--- src/rtl/mem_arbiter_if.sv ---
// Requester, memory and status signals for mem_arbiter.
// lock0/lock1 exist only when MEM_ARB_LOCK_EN is defined.
`timescale 1ns/1ps
interface mem_arbiter_if #(
    parameter int WIDTH = 8
);
    logic             req0;
    logic             we0;
    logic [WIDTH-1:0] addr0;
    logic [WIDTH-1:0] wdata0;
    logic             ack0;
    logic [WIDTH-1:0] rdata0;

    logic             req1;
    logic             we1;
    logic [WIDTH-1:0] addr1;
    logic [WIDTH-1:0] wdata1;
    logic             ack1;
    logic [WIDTH-1:0] rdata1;

    logic             mem_we;
    logic [WIDTH-1:0] mem_a;
    logic [WIDTH-1:0] mem_wd;
    logic [WIDTH-1:0] mem_rd;

    logic             busy;
    logic             owner;
`ifdef MEM_ARB_LOCK_EN
    logic             lock0;
    logic             lock1;
`endif

    modport slave (
`ifdef MEM_ARB_LOCK_EN
        input  lock0, lock1,
`endif
        input  req0, we0, addr0, wdata0,
        input  req1, we1, addr1, wdata1,
        input  mem_rd,
        output ack0, rdata0, ack1, rdata1,
        output mem_we, mem_a, mem_wd,
        output busy, owner
    );

    modport master (
`ifdef MEM_ARB_LOCK_EN
        output lock0, lock1,
`endif
        output req0, we0, addr0, wdata0,
        output req1, we1, addr1, wdata1,
        output mem_rd,
        input  ack0, rdata0, ack1, rdata1,
        input  mem_we, mem_a, mem_wd,
        input  busy, owner
    );
endinterface

--- src/rtl/mem_arbiter.sv ---
// Two-requester round-robin arbiter/sequencer for a single-port memory.
// Define MEM_ARB_LOCK_EN to add lock0/lock1 owner locking for read-modify-write.
//
// state  | meaning
// IDLE   | waiting for a request; grant latched into owner on exit
// ACCESS | memory driven from owner's inputs; read data captured on exit
// DONE   | one-cycle ack to owner; requests ignored
`timescale 1ns/1ps
module mem_arbiter #(
    parameter int WIDTH      = 8,
    parameter bit FIRST_PRIO = 1'b0
) (
    input  logic         clk,
    input  logic         rst,
    mem_arbiter_if.slave bus
);
    typedef enum logic [1:0] {IDLE, ACCESS, DONE} state_t;

    state_t           state;
    logic             owner;
    logic             last_owner;
    logic             ack0;
    logic             ack1;
    logic [WIDTH-1:0] rdata0;
    logic [WIDTH-1:0] rdata1;
`ifdef MEM_ARB_LOCK_EN
    logic             locked;
`endif

    logic             sel_we;
    logic [WIDTH-1:0] sel_addr;
    logic [WIDTH-1:0] sel_wdata;
    logic             grant_valid;
    logic             grant_idx;

    always_comb begin
        sel_we    = owner ? bus.we1    : bus.we0;
        sel_addr  = owner ? bus.addr1  : bus.addr0;
        sel_wdata = owner ? bus.wdata1 : bus.wdata0;
    end

    // Contested grant goes to whoever was not served last.
    always_comb begin
        grant_valid = bus.req0 | bus.req1;
        grant_idx   = bus.req1 & ~bus.req0;
        if (bus.req0 && bus.req1) begin
            grant_idx = ~last_owner;
        end
`ifdef MEM_ARB_LOCK_EN
        if (locked) begin
            grant_valid = owner ? bus.req1 : bus.req0;
            grant_idx   = owner;
        end
`endif
    end

    always_ff @(posedge clk or posedge rst) begin
        if (rst) begin
            state      <= IDLE;
            owner      <= FIRST_PRIO;
            last_owner <= ~FIRST_PRIO;
            ack0       <= 1'b0;
            ack1       <= 1'b0;
            rdata0     <= '0;
            rdata1     <= '0;
`ifdef MEM_ARB_LOCK_EN
            locked     <= 1'b0;
`endif
        end else begin
            ack0 <= 1'b0;
            ack1 <= 1'b0;
            unique case (state)
                IDLE: begin
                    if (grant_valid) begin
                        owner <= grant_idx;
                        state <= ACCESS;
                    end
                end
                ACCESS: begin
                    if (owner) begin
                        rdata1 <= bus.mem_rd;
                        ack1   <= 1'b1;
                    end else begin
                        rdata0 <= bus.mem_rd;
                        ack0   <= 1'b1;
                    end
                    last_owner <= owner;
                    state      <= DONE;
                end
                DONE: begin
`ifdef MEM_ARB_LOCK_EN
                    locked <= owner ? bus.lock1 : bus.lock0;
`endif
                    state <= IDLE;
                end
                default: state <= IDLE;
            endcase
        end
    end

    // mem_we decodes state directly so an async reset drops it at once.
    assign bus.mem_we = (state == ACCESS) & sel_we;
    assign bus.mem_a  = sel_addr;
    assign bus.mem_wd = sel_wdata;
    assign bus.ack0   = ack0;
    assign bus.ack1   = ack1;
    assign bus.rdata0 = rdata0;
    assign bus.rdata1 = rdata1;
    assign bus.busy   = (state != IDLE);
    assign bus.owner  = owner;
endmodule

--- src/flat_wrapper.sv ---
// flat-port wrapper written by rule: the top's interface ports become plain ports
module mem_arbiter_flat 
#(
    parameter int WIDTH      = 8,
    parameter bit FIRST_PRIO = 1'b0
)
  (clk, rst, bus_req0, bus_we0, bus_addr0, bus_wdata0, bus_req1, bus_we1, bus_addr1, bus_wdata1, bus_mem_rd, bus_ack0, bus_rdata0, bus_ack1, bus_rdata1, bus_mem_we, bus_mem_a, bus_mem_wd, bus_busy, bus_owner);
  mem_arbiter_if #(.WIDTH(WIDTH)) bus_i ();
  input  logic clk;
  input  logic rst;
  input wire logic [$bits(bus_i.req0)-1:0] bus_req0;
  input wire logic [$bits(bus_i.we0)-1:0] bus_we0;
  input wire logic [$bits(bus_i.addr0)-1:0] bus_addr0;
  input wire logic [$bits(bus_i.wdata0)-1:0] bus_wdata0;
  input wire logic [$bits(bus_i.req1)-1:0] bus_req1;
  input wire logic [$bits(bus_i.we1)-1:0] bus_we1;
  input wire logic [$bits(bus_i.addr1)-1:0] bus_addr1;
  input wire logic [$bits(bus_i.wdata1)-1:0] bus_wdata1;
  input wire logic [$bits(bus_i.mem_rd)-1:0] bus_mem_rd;
  output wire logic [$bits(bus_i.ack0)-1:0] bus_ack0;
  output wire logic [$bits(bus_i.rdata0)-1:0] bus_rdata0;
  output wire logic [$bits(bus_i.ack1)-1:0] bus_ack1;
  output wire logic [$bits(bus_i.rdata1)-1:0] bus_rdata1;
  output wire logic [$bits(bus_i.mem_we)-1:0] bus_mem_we;
  output wire logic [$bits(bus_i.mem_a)-1:0] bus_mem_a;
  output wire logic [$bits(bus_i.mem_wd)-1:0] bus_mem_wd;
  output wire logic [$bits(bus_i.busy)-1:0] bus_busy;
  output wire logic [$bits(bus_i.owner)-1:0] bus_owner;
  assign bus_i.req0 = bus_req0;
  assign bus_i.we0 = bus_we0;
  assign bus_i.addr0 = bus_addr0;
  assign bus_i.wdata0 = bus_wdata0;
  assign bus_i.req1 = bus_req1;
  assign bus_i.we1 = bus_we1;
  assign bus_i.addr1 = bus_addr1;
  assign bus_i.wdata1 = bus_wdata1;
  assign bus_i.mem_rd = bus_mem_rd;
  assign bus_ack0 = bus_i.ack0;
  assign bus_rdata0 = bus_i.rdata0;
  assign bus_ack1 = bus_i.ack1;
  assign bus_rdata1 = bus_i.rdata1;
  assign bus_mem_we = bus_i.mem_we;
  assign bus_mem_a = bus_i.mem_a;
  assign bus_mem_wd = bus_i.mem_wd;
  assign bus_busy = bus_i.busy;
  assign bus_owner = bus_i.owner;
  mem_arbiter #(.WIDTH(WIDTH), .FIRST_PRIO(FIRST_PRIO)) u_core (.clk(clk), .rst(rst), .bus(bus_i));
endmodule
--- config.mk ---
export PLATFORM = sky130hd
export DESIGN_NAME = mem_arbiter_flat
export DESIGN_NICKNAME = d
export VERILOG_FILES = /design/src/rtl/mem_arbiter_if.sv /design/src/rtl/mem_arbiter.sv /design/src/flat_wrapper.sv
export SDC_FILE = /design/constraint.sdc
export NUM_CORES = 1
export LEC_CHECK = 0
export BUFFER_PORTS_ARGS = -buffer_cell sky130_fd_sc_hd__buf_2
export CAP_MARGIN = 25
export CORE_MARGIN = 8
export CORE_UTILIZATION = 39
export CTS_CLUSTER_SIZE = 10
export DETAILED_ROUTE_END_ITERATION = 8
export HOLD_SLACK_MARGIN = 0.03
export PLACE_DENSITY = 0.79
export SLEW_MARGIN = 0
export SYNTH_ARGS = -nofsm -noshare
export SYNTH_HDL_FRONTEND = slang
export SYNTH_SLANG_ARGS = --single-unit
--- constraint.sdc ---
create_clock -name clk -period 1.8 [get_ports clk]
set_input_delay 0.36 -clock clk [delete_from_list [all_inputs] [get_ports clk]]
set_output_delay 0.36 -clock clk [all_outputs]
set_load 0.05 [all_outputs]
* Word-level counts from Yosys, hierarchy flattened
Index checks and enable logic that the tools add are counted.
** Operators by class
- Shift operators :: 0
- Bitwise logic cells :: 6
- Mux-type cells :: 10
- Reductions and logical operators :: 6
- Div/mod/pow operators :: 0
- Multipliers :: 0
- $add $sub $neg :: 0
- $lt $le $gt $ge :: 0
- Eq/ne operators :: 2
** Operators by type and width (count)
- two-way mux 8 bit :: 2
- two-way mux 1 bit :: 6
- AND reduction 2 bit :: 3
- one-hot mux 2 bit (2 select lines) :: 1
- NOT 1 bit :: 3
- bitwise AND 1 bit :: 2
- == test 2 x 1 -> 1 bit (second input constant) :: 1
- logical NOT 2 bit :: 1
- two-way mux 2 bit :: 1
- inequality test 2 x 1 -> 1 bit (second input constant) :: 1
- nonzero test 2 bit :: 1
- logical AND 1 bit :: 1
- bitwise OR 1 bit :: 1
** Storage, ports and cells
- Register bits after elaboration :: 22
- Output and inout bits :: 37
- Word-level logic and storage cells :: 31
- Input bits :: 46
- RAM bits :: 0
- Memories :: 0
- Memory bits (read-only) :: 0
- Bits in latches :: 0

* Longest topological paths before layout
Gate-level depths: netlist (run 1).
- Depth in word-level cells :: 3
- Depth in mapped cells :: 4
- Mapped depth without buffers :: 2

* Worst setup path before layout (run 1)
No wires, ideal clock.
- Path type :: register to output
- From :: reg u_core.owner, in the netlist u_core.bus.owner
- To :: out bus_mem_we
- Data required time :: 1440 ps
- Setup slack :: -204 ps
- Arrival time :: 1644 ps
- Stages on the path, launching flop included :: 4
- Path buffers :: 1
- Path through :: dfrtp_1 > buf_6 > mux2i_1 > nor2b_1
** Between the ends
- Word-level cells in the longest chain between the ends :: 2
** Ends and longest elaborated chain
- from (decl) :: line mem_arbiter.sv:20 : logic owner;
- from (signal assigned) :: line mem_arbiter.sv:75 : owner <= grant_idx;
- two-way mux 1 bit :: line mem_arbiter.sv:37 : sel_we = owner ? bus.we1 : bus.we0;
- bitwise AND 1 bit :: line mem_arbiter.sv:102 : assign bus.mem_we = (state == ACCESS) & sel_we;
- to (decl) :: line flat_wrapper.sv:24 : output wire logic [$bits(bus_i.mem_we)-1:0] bus_mem_we;
Every way passes these cells.

* Worst setup path after layout (run 1)
- From :: reg u_core.owner, in the netlist u_core.bus.owner
- To :: out bus_mem_wd[2]
** Between the ends
- Word-level cells in the longest chain between the ends :: 1
** Ends and longest elaborated chain
- two-way mux 8 bit :: line mem_arbiter.sv:39 : sel_wdata = owner ? bus.wdata1 : bus.wdata0;
- to (decl) :: line flat_wrapper.sv:26 : output wire logic [$bits(bus_i.mem_wd)-1:0] bus_mem_wd;
Every way passes these cells.

==> flow_summary.ini, run 1 <==
[global_routing]
grt_util_met2_pct = 24.5
global_route_wire_length_before_repair_mm = 4.85
gr-max-usage-layer = met2
grt_start_max_net_pins = 13
grt-ovfl-total = 0
vias_in_the_first_global_route = 1087
grtUsageTotal_pct = 13.2
number_of_antenna_violations_at_the_first_check_in_global_routing = 0
use_met1_pct = 14.1
grt.met3_usage_pct = 3.39

[clocking]
cts.reportedPaths.clkPinSlew_ns = 0.13
clkSinkCount = 22
cts_tree = built
cts-root-buf = sky130_fd_sc_hd__clkbuf_4
cts.htree.levels = 1
cts_hold_buffers = 0
clk-insertion-delay-late_ns = 0.32
number_of_buffers_created_by_cts = 3
clk_path_buf_depth = 2

[power_and_ir_drop]
p_total_mw = 3.94
share_clk_of_total_power_pct = 7.1
power.combinational.fraction_pct = 70.0
sw_frac_of_total_pct = 52.3
p_switching_mw = 2.06
cell_area_power_density_nw_per_um2 = 2290
vdd_drop_max_v = 0.00184
cellLeakagePower_nw = 0.921
seq_power_share_pct = 22.9
p_int_mw = 1.88

[timing]
finalHoldViolations = 0
setup_repair_after_global_routing_missed_its_margin = yes
tightestPinTransition_ns = 0.430
timing.final.ws_setup_ns = 0.0160
timing.clock.skew_ns = 0.0123
fin_tns_setup_ns = 0
max-slew-margin-rel_pct = 71.3
setup_viol = 0
clock.fmax_ghz = 0.561
final.min_clock_period_ns = 1.78
slew_violations = 0
finalCritPeriodShare_pct = 99.1
hold_slack_ns = 0.00658

[yosys]
post_synth_num_cell_types = 17
post_synth_inst_count = 74
syn-mean-instance-area_um2 = 14.8
synthesis.nets = 120
synth-seq-cells = 22
ys_warn_count = 0
synth_seq_area_share_pct = 50.5
post_synth_instance_area_um2 = 1090

[setup_path]
critical_path.cell_chain = buf_8 > mux2_2 > buf_6
crit_path_max_fanout = 10
critical_path.max_stage_delay_ns = 0.51
cp-end-kind = output pin
crit_path_start_kind = flop
worstPathRequired_ns = 1.44
critical-path-top-delay-family = flip-flops
cp_num_buf_inv = 2
data_arrival_time_at_the_worst_slack_endpoint_ns = 1.42
cp_slowest_cell = sky130_fd_sc_hd__dfrtp_4
criticalPathCategory = reg -> out

[layout]
ff_latch_area_um2 = 556
final_layout_size_suffix_gt1_share_pct = 81.0
n_antenna_cell = 0
layoutNonFillerInstCount = 194
nets = 210
n_fill_cell = 220
multiInputGateArea_um2 = 490
syn_to_final_growth_pct = 57.2

[drt]
detailroute.via_count = 946
route.antenna.remaining_nets = 0
detail_route.iter0.violations = 26
avgViaCountPerCell = 4.88
first_pass_iters = 4
detail_route.wirelength_mm = 3.29
routed_wire_length_per_instance_um = 17.0
drcViolationCount = 0

[outcome]
outcome = completed

[placed_design]
post-place-cells = 185
post-place-ws_ns = 0.180
io_buffers = 82
gp_routability_congestion = 0.746
detailed_place_hpwl_mm = 2.53

[hold_path]
holdCritPathClass = in -> async

[floorplanning]
die_area_um2 = 4750
initial_core_util_pct = 40.3
core_area_um2 = 2710
floorplan.die.height_um = 68.9
die-width_um = 68.9
site_row_count = 19
design.portCount = 83

[flow_run]
max-cap-violations = 0
==> worst reg2reg max path, delay by kind of cell, from the launching register on <==
family | cells | cell delay, ns
buffers and inverters | 3 | 0.48
flip-flops | 1 | 0.51
multiplexers | 1 | 0.35
AND/OR/NAND/NOR | 1 | 0.16
==> cell usage in the layout (no fill, tap or decap), types with 2 or more instances in the layout <==
master and count:
sky130_fd_sc_hd__buf_2 65, sky130_fd_sc_hd__mux2_2 24, sky130_fd_sc_hd__dfrtp_1 20, sky130_fd_sc_hd__buf_6 18, sky130_fd_sc_hd__mux2_4 8, sky130_fd_sc_hd__buf_4 5
sky130_fd_sc_hd__inv_1 4, sky130_fd_sc_hd__clkbuf_4 3, sky130_fd_sc_hd__nor2_1 2
==> per-layer routing <==
layer / share of wire (%) / vias up
met5: 0 / -
met4: 1.4 / 0
met3: 8.8 / 5
met2: 53 / 46
met1: 37 / 459
li1: - / 436
==> Yosys cell counts <==
cell | instances | area (um2)
sky130_fd_sc_hd__nor3b_1 | 1 | 7.51
sky130_fd_sc_hd__nand3b_4 | 1 | 20.0
sky130_fd_sc_hd__a21bo_2 | 1 | 10.0
sky130_fd_sc_hd__dfstp_2 | 1 | 26.3
sky130_fd_sc_hd__nor2_1 | 2 | 7.51
sky130_fd_sc_hd__buf_6 | 2 | 22.5
sky130_fd_sc_hd__o21ai_0 | 1 | 5.00
sky130_fd_sc_hd__mux2_4 | 8 | 120
sky130_fd_sc_hd__o22ai_1 | 1 | 6.26
sky130_fd_sc_hd__mux2i_1 | 1 | 10.0
sky130_fd_sc_hd__dfrtp_1 | 21 | 526
sky130_fd_sc_hd__buf_4 | 2 | 15.0
sky130_fd_sc_hd__nor3b_2 | 1 | 12.5
sky130_fd_sc_hd__mux2_2 | 24 | 270
sky130_fd_sc_hd__or2_2 | 1 | 6.26
sky130_fd_sc_hd__inv_1 | 4 | 15.0
sky130_fd_sc_hd__nor2b_1 | 2 | 12.5
==> registers in the layout, indices dropped and copies added (netlist names) <==
name / cells
u_core.bus.owner: 1
u_core.state: 2
u_core.bus.ack0: 1
u_core.bus.ack1: 1
u_core.bus.rdata1: 8
u_core.last_owner: 1
u_core.bus.rdata0: 8
==> worst paths after layout <==
path	start	endpoint	slack [ns]	depth (start not counted)
worst max-delay path	u_core.bus.owner	bus_mem_wd[2]	0.02	3
worst min-delay path	rst	u_core.bus.rdata1[1]	0.007	2
worst max register to register	u_core.bus.owner	u_core.bus.rdata0[6]	0.19	5
worst min register to register	u_core.last_owner	u_core.last_owner	0.50	2
max in group asynchronous	rst	u_core.last_owner	1.22	3
min in group clk	bus_mem_rd[0]	u_core.bus.rdata1[0]	0.27	2
==> power groups by stage <==
stage	combinational (mW)	sequential, mW	clock (mW)
final	2.76	0.903	0.279
after global routing	2.88	0.936	0.294
after CTS	2.66	0.901	0.274
after detailed placement	2.40	0.984	0
after global placement	2.37	0.954	0
after floorplan	1.26	1.65	0
==> area by class of cell <==
cell class              instances  share of cell area [%]
clock buffers                   4                    2.11
inverters                       4                   0.875
multi-input cells              44                    28.6
flip-flops and latches         22                    32.4
well taps                      31                    2.26
repair buffers                 89                    33.8
==> cell families after synthesis <==
| family | synth area share [%] |
|---|---|
| AO/OA/AOI/OAI | 1.95 |
| flip-flops | 50.5 |
| multiplexers | 36.7 |
| AND/OR/NAND/NOR | 6.07 |
| buffers and inverters | 4.81 |
==> metrics by stage <==
| step | util [%] | instance area [um2] |
|---|---|---|
| 3_3_place_gp | 56.2 | 1520 |
| 2_1_floorplan | - | 1100 |
| 4_1_cts | 61.0 | 1650 |
| 3_5_place_dp | 56.2 | 1520 |
| 6_report | 63.3 | 1720 |
| 5_1_grt | 63.3 | 1720 |
==> what timing repair did <==
action	in CTS	in global routing
setup buffers	3	2
endpoints found under the setup margin	17	17
resized for setup	25	13
Note: power is estimated with default switching activity, not from simulation.
==> inputs of run 2 (changes only) <==
--- a/config.mk
+++ b/config.mk
@@ -5,9 +5,8 @@
 export SDC_FILE = /design/constraint.sdc
 export NUM_CORES = 1
 export LEC_CHECK = 0
-export BUFFER_PORTS_ARGS = -buffer_cell sky130_fd_sc_hd__buf_2
+export BUFFER_PORTS_ARGS = -buffer_cell sky130_fd_sc_hd__buf_4
 export CAP_MARGIN = 25
-export CORE_MARGIN = 8
 export CORE_UTILIZATION = 39
 export CTS_CLUSTER_SIZE = 10
 export DETAILED_ROUTE_END_ITERATION = 8
==> run 2 against run 1 <==
Net effect:
- cell area up 9.3%
- core utilization rose by 9.8 points
- total power is 4.3% higher
- combinational power is 6% higher
- count of clock-buffer cells in the layout unchanged
- clock skew decreased by 0.010 ns
- die area down 37%
- register-to-register slack barely moved
- flip-flop and latch count unchanged
- maximum frequency fell by 0.21%
- first-iteration DRC count fell by 69%
- worst setup slack worse by 0.0038 ns
- critical endpoint is now bus_mem_a[7]
- highest routed layer unchanged
==> flow_summary.ini, run 2 (synthesis results as in run 1) <==
[clocking]
cts.htree.levels = 1
number_of_buffers_created_by_cts = 3
cts_tree = built
cts.reportedPaths.clkPinSlew_ns = 0.12
clk_path_buf_depth = 2
cts-root-buf = sky130_fd_sc_hd__clkbuf_4
clkSinkCount = 22
clk-insertion-delay-late_ns = 0.31

[setup_path]
critical_path.max_stage_delay_ns = 0.52
data_arrival_time_at_the_worst_slack_endpoint_ns = 1.43
critical-path-top-delay-family = flip-flops
criticalPathCategory = reg -> out
cp-end-kind = output pin
cp_slowest_cell = sky130_fd_sc_hd__dfrtp_4
critical_path.cell_chain = buf_8 > mux2_2 > buf_6
crit_path_max_fanout = 11
cp_num_buf_inv = 2
crit_path_start_kind = flop
worstPathRequired_ns = 1.44

[global_routing]
use_met1_pct = 20.5
vias_in_the_first_global_route = 870
grt.met3_usage_pct = 4.37
grt_util_met2_pct = 35.9
number_of_antenna_violations_at_the_first_check_in_global_routing = 0
grtUsageTotal_pct = 19.0
global_route_wire_length_before_repair_mm = 3.89
gr-max-usage-layer = met2
grt_start_max_net_pins = 23
grt-ovfl-total = 0

[hold_path]
holdCritPathClass = in -> async

[drt]
avgViaCountPerCell = 4.79
drcViolationCount = 0
detail_route.wirelength_mm = 3.12
detailroute.via_count = 919
route.antenna.remaining_nets = 0
first_pass_iters = 3
routed_wire_length_per_instance_um = 16.3
detail_route.iter0.violations = 8

[floorplanning]
floorplan.die.height_um = 54.9
die_area_um2 = 3020
die-width_um = 54.9
design.portCount = 83
core_area_um2 = 2570
site_row_count = 18
initial_core_util_pct = 42.5

[timing]
setup_repair_after_global_routing_missed_its_margin = yes
timing.final.ws_setup_ns = 0.0122
finalCritPeriodShare_pct = 99.3
setup_viol = 0
clock.fmax_ghz = 0.559
slew_violations = 0
final.min_clock_period_ns = 1.79
tightestPinTransition_ns = 0.267
finalHoldViolations = 0
timing.clock.skew_ns = 0.00230
max-slew-margin-rel_pct = 82.2

[placed_design]
io_buffers = 82
gp_routability_congestion = 0.814
detailed_place_hpwl_mm = 2.20
post-place-ws_ns = 0.221
place_area_um2 = 1730

[power_and_ir_drop]
sw_frac_of_total_pct = 50.4
p_int_mw = 2.04
seq_power_share_pct = 22.4
p_switching_mw = 2.07
share_clk_of_total_power_pct = 6.6
p_total_mw = 4.11
cell_area_power_density_nw_per_um2 = 2190
cellLeakagePower_nw = 0.973
power.combinational.fraction_pct = 70.9
vdd_drop_max_v = 0.00147

[layout]
nets = 209
multiInputGateArea_um2 = 493
n_fill_cell = 183
n_antenna_cell = 0
syn_to_final_growth_pct = 71.8
leading_cell_type_in_the_layout_fill_and_taps_excluded = sky130_fd_sc_hd__buf_4
final_cell_mix = sky130_fd_sc_hd__buf_4 (69), sky130_fd_sc_hd__mux2_2 (24), sky130_fd_sc_hd__dfrtp_1 (20), sky130_fd_sc_hd__buf_6 (17), sky130_fd_sc_hd__mux2_4 (8)
post-route-util_pct = 73.1
registers_with_the_most_flip_flops = u_core.bus.rdata0 (8), u_core.bus.rdata1 (8), u_core.state (2)
design_area_um2 = 1880
ff_latch_area_um2 = 556
final_layout_size_suffix_gt1_share_pct = 81.5

[flow_run]
max-cap-violations = 0

[outcome]
outcome = completed
==> run 2: cell types whose count changed in the layout (fill, tap and decap cells not counted) <==
cell                      previous run  this run
sky130_fd_sc_hd__buf_2              65         0
sky130_fd_sc_hd__buf_4               5        69
sky130_fd_sc_hd__buf_6              18        17
sky130_fd_sc_hd__buf_8               1         2
sky130_fd_sc_hd__nor2b_1             1         0
sky130_fd_sc_hd__nor2b_2             1         2
==> run 2: final timing paths <==
path / from / endpoint / slack, ns / cells past startpoint
setup / recovery: u_core.bus.owner / bus_mem_a[7] / 0.01 / 3
setup reg to reg: u_core.bus.owner / u_core.bus.rdata0[2] / 0.18 / 5
max in group asynchronous: rst / u_core.last_owner / 1.47 / 3
hold reg to reg: u_core.last_owner / u_core.last_owner / 0.50 / 2
hold / removal: rst / u_core.bus.rdata1[2] / 0.06 / 3
min in group clk: bus_mem_rd[5] / u_core.bus.rdata1[5] / 0.28 / 2
==> run 2: layout make-up <==
type                       instances  share of cell area [%]
multi-input combinational         44                    26.3
timing repair buffer              88                    39.4
inverter                           4                   0.800
tap                               30                    2.00
clock buffer                       4                    1.93
sequential                        22                    29.6
==> run 2: through the flow <==
step,TNS (ns),instances,hold slack (ns)
after CTS,-0.283,190,0.0730
after floorplan,0,74,0.348
after global routing,-0.282,192,0.103
final,0,192,0.0620
after global placement,0,184,0.409
after detailed placement,0,184,0.417
==> run 2: power by group through the flow <==
stage	clock, mW	combinational, mW	sequential, mW
floorplan	0	1.26	1.65
global placement	0	2.59	0.969
detailed placement	0	2.62	0.997
CTS	0.273	2.75	0.909
global route	0.301	3.03	0.954
finish	0.272	2.92	0.922
==> run 2: per-layer routing <==
layer | up-vias | part of all wire (%)
met5 | - | 0
li1 | 431 | -
met2 | 43 | 59
met4 | 0 | 1.1
met3 | 5 | 6.2
met1 | 440 | 34
==> run 2: what timing repair did <==
| action | CTS | global route |
|---|---|---|
| resized for setup | 2 | 21 |
| setup endpoints to repair | 17 | 17 |
| setup buffers | 2 | 2 |
| hold buffers | 0 | 0 |
| pin swaps | 0 | 0 |
==> run 2: worst register-to-register path, delay by kind of cell (launching register included) <==
kind          cells  cell delay (ns)
simple gates      1             0.17
buf+inv           3             0.48
mux               1             0.35
flops             1             0.52
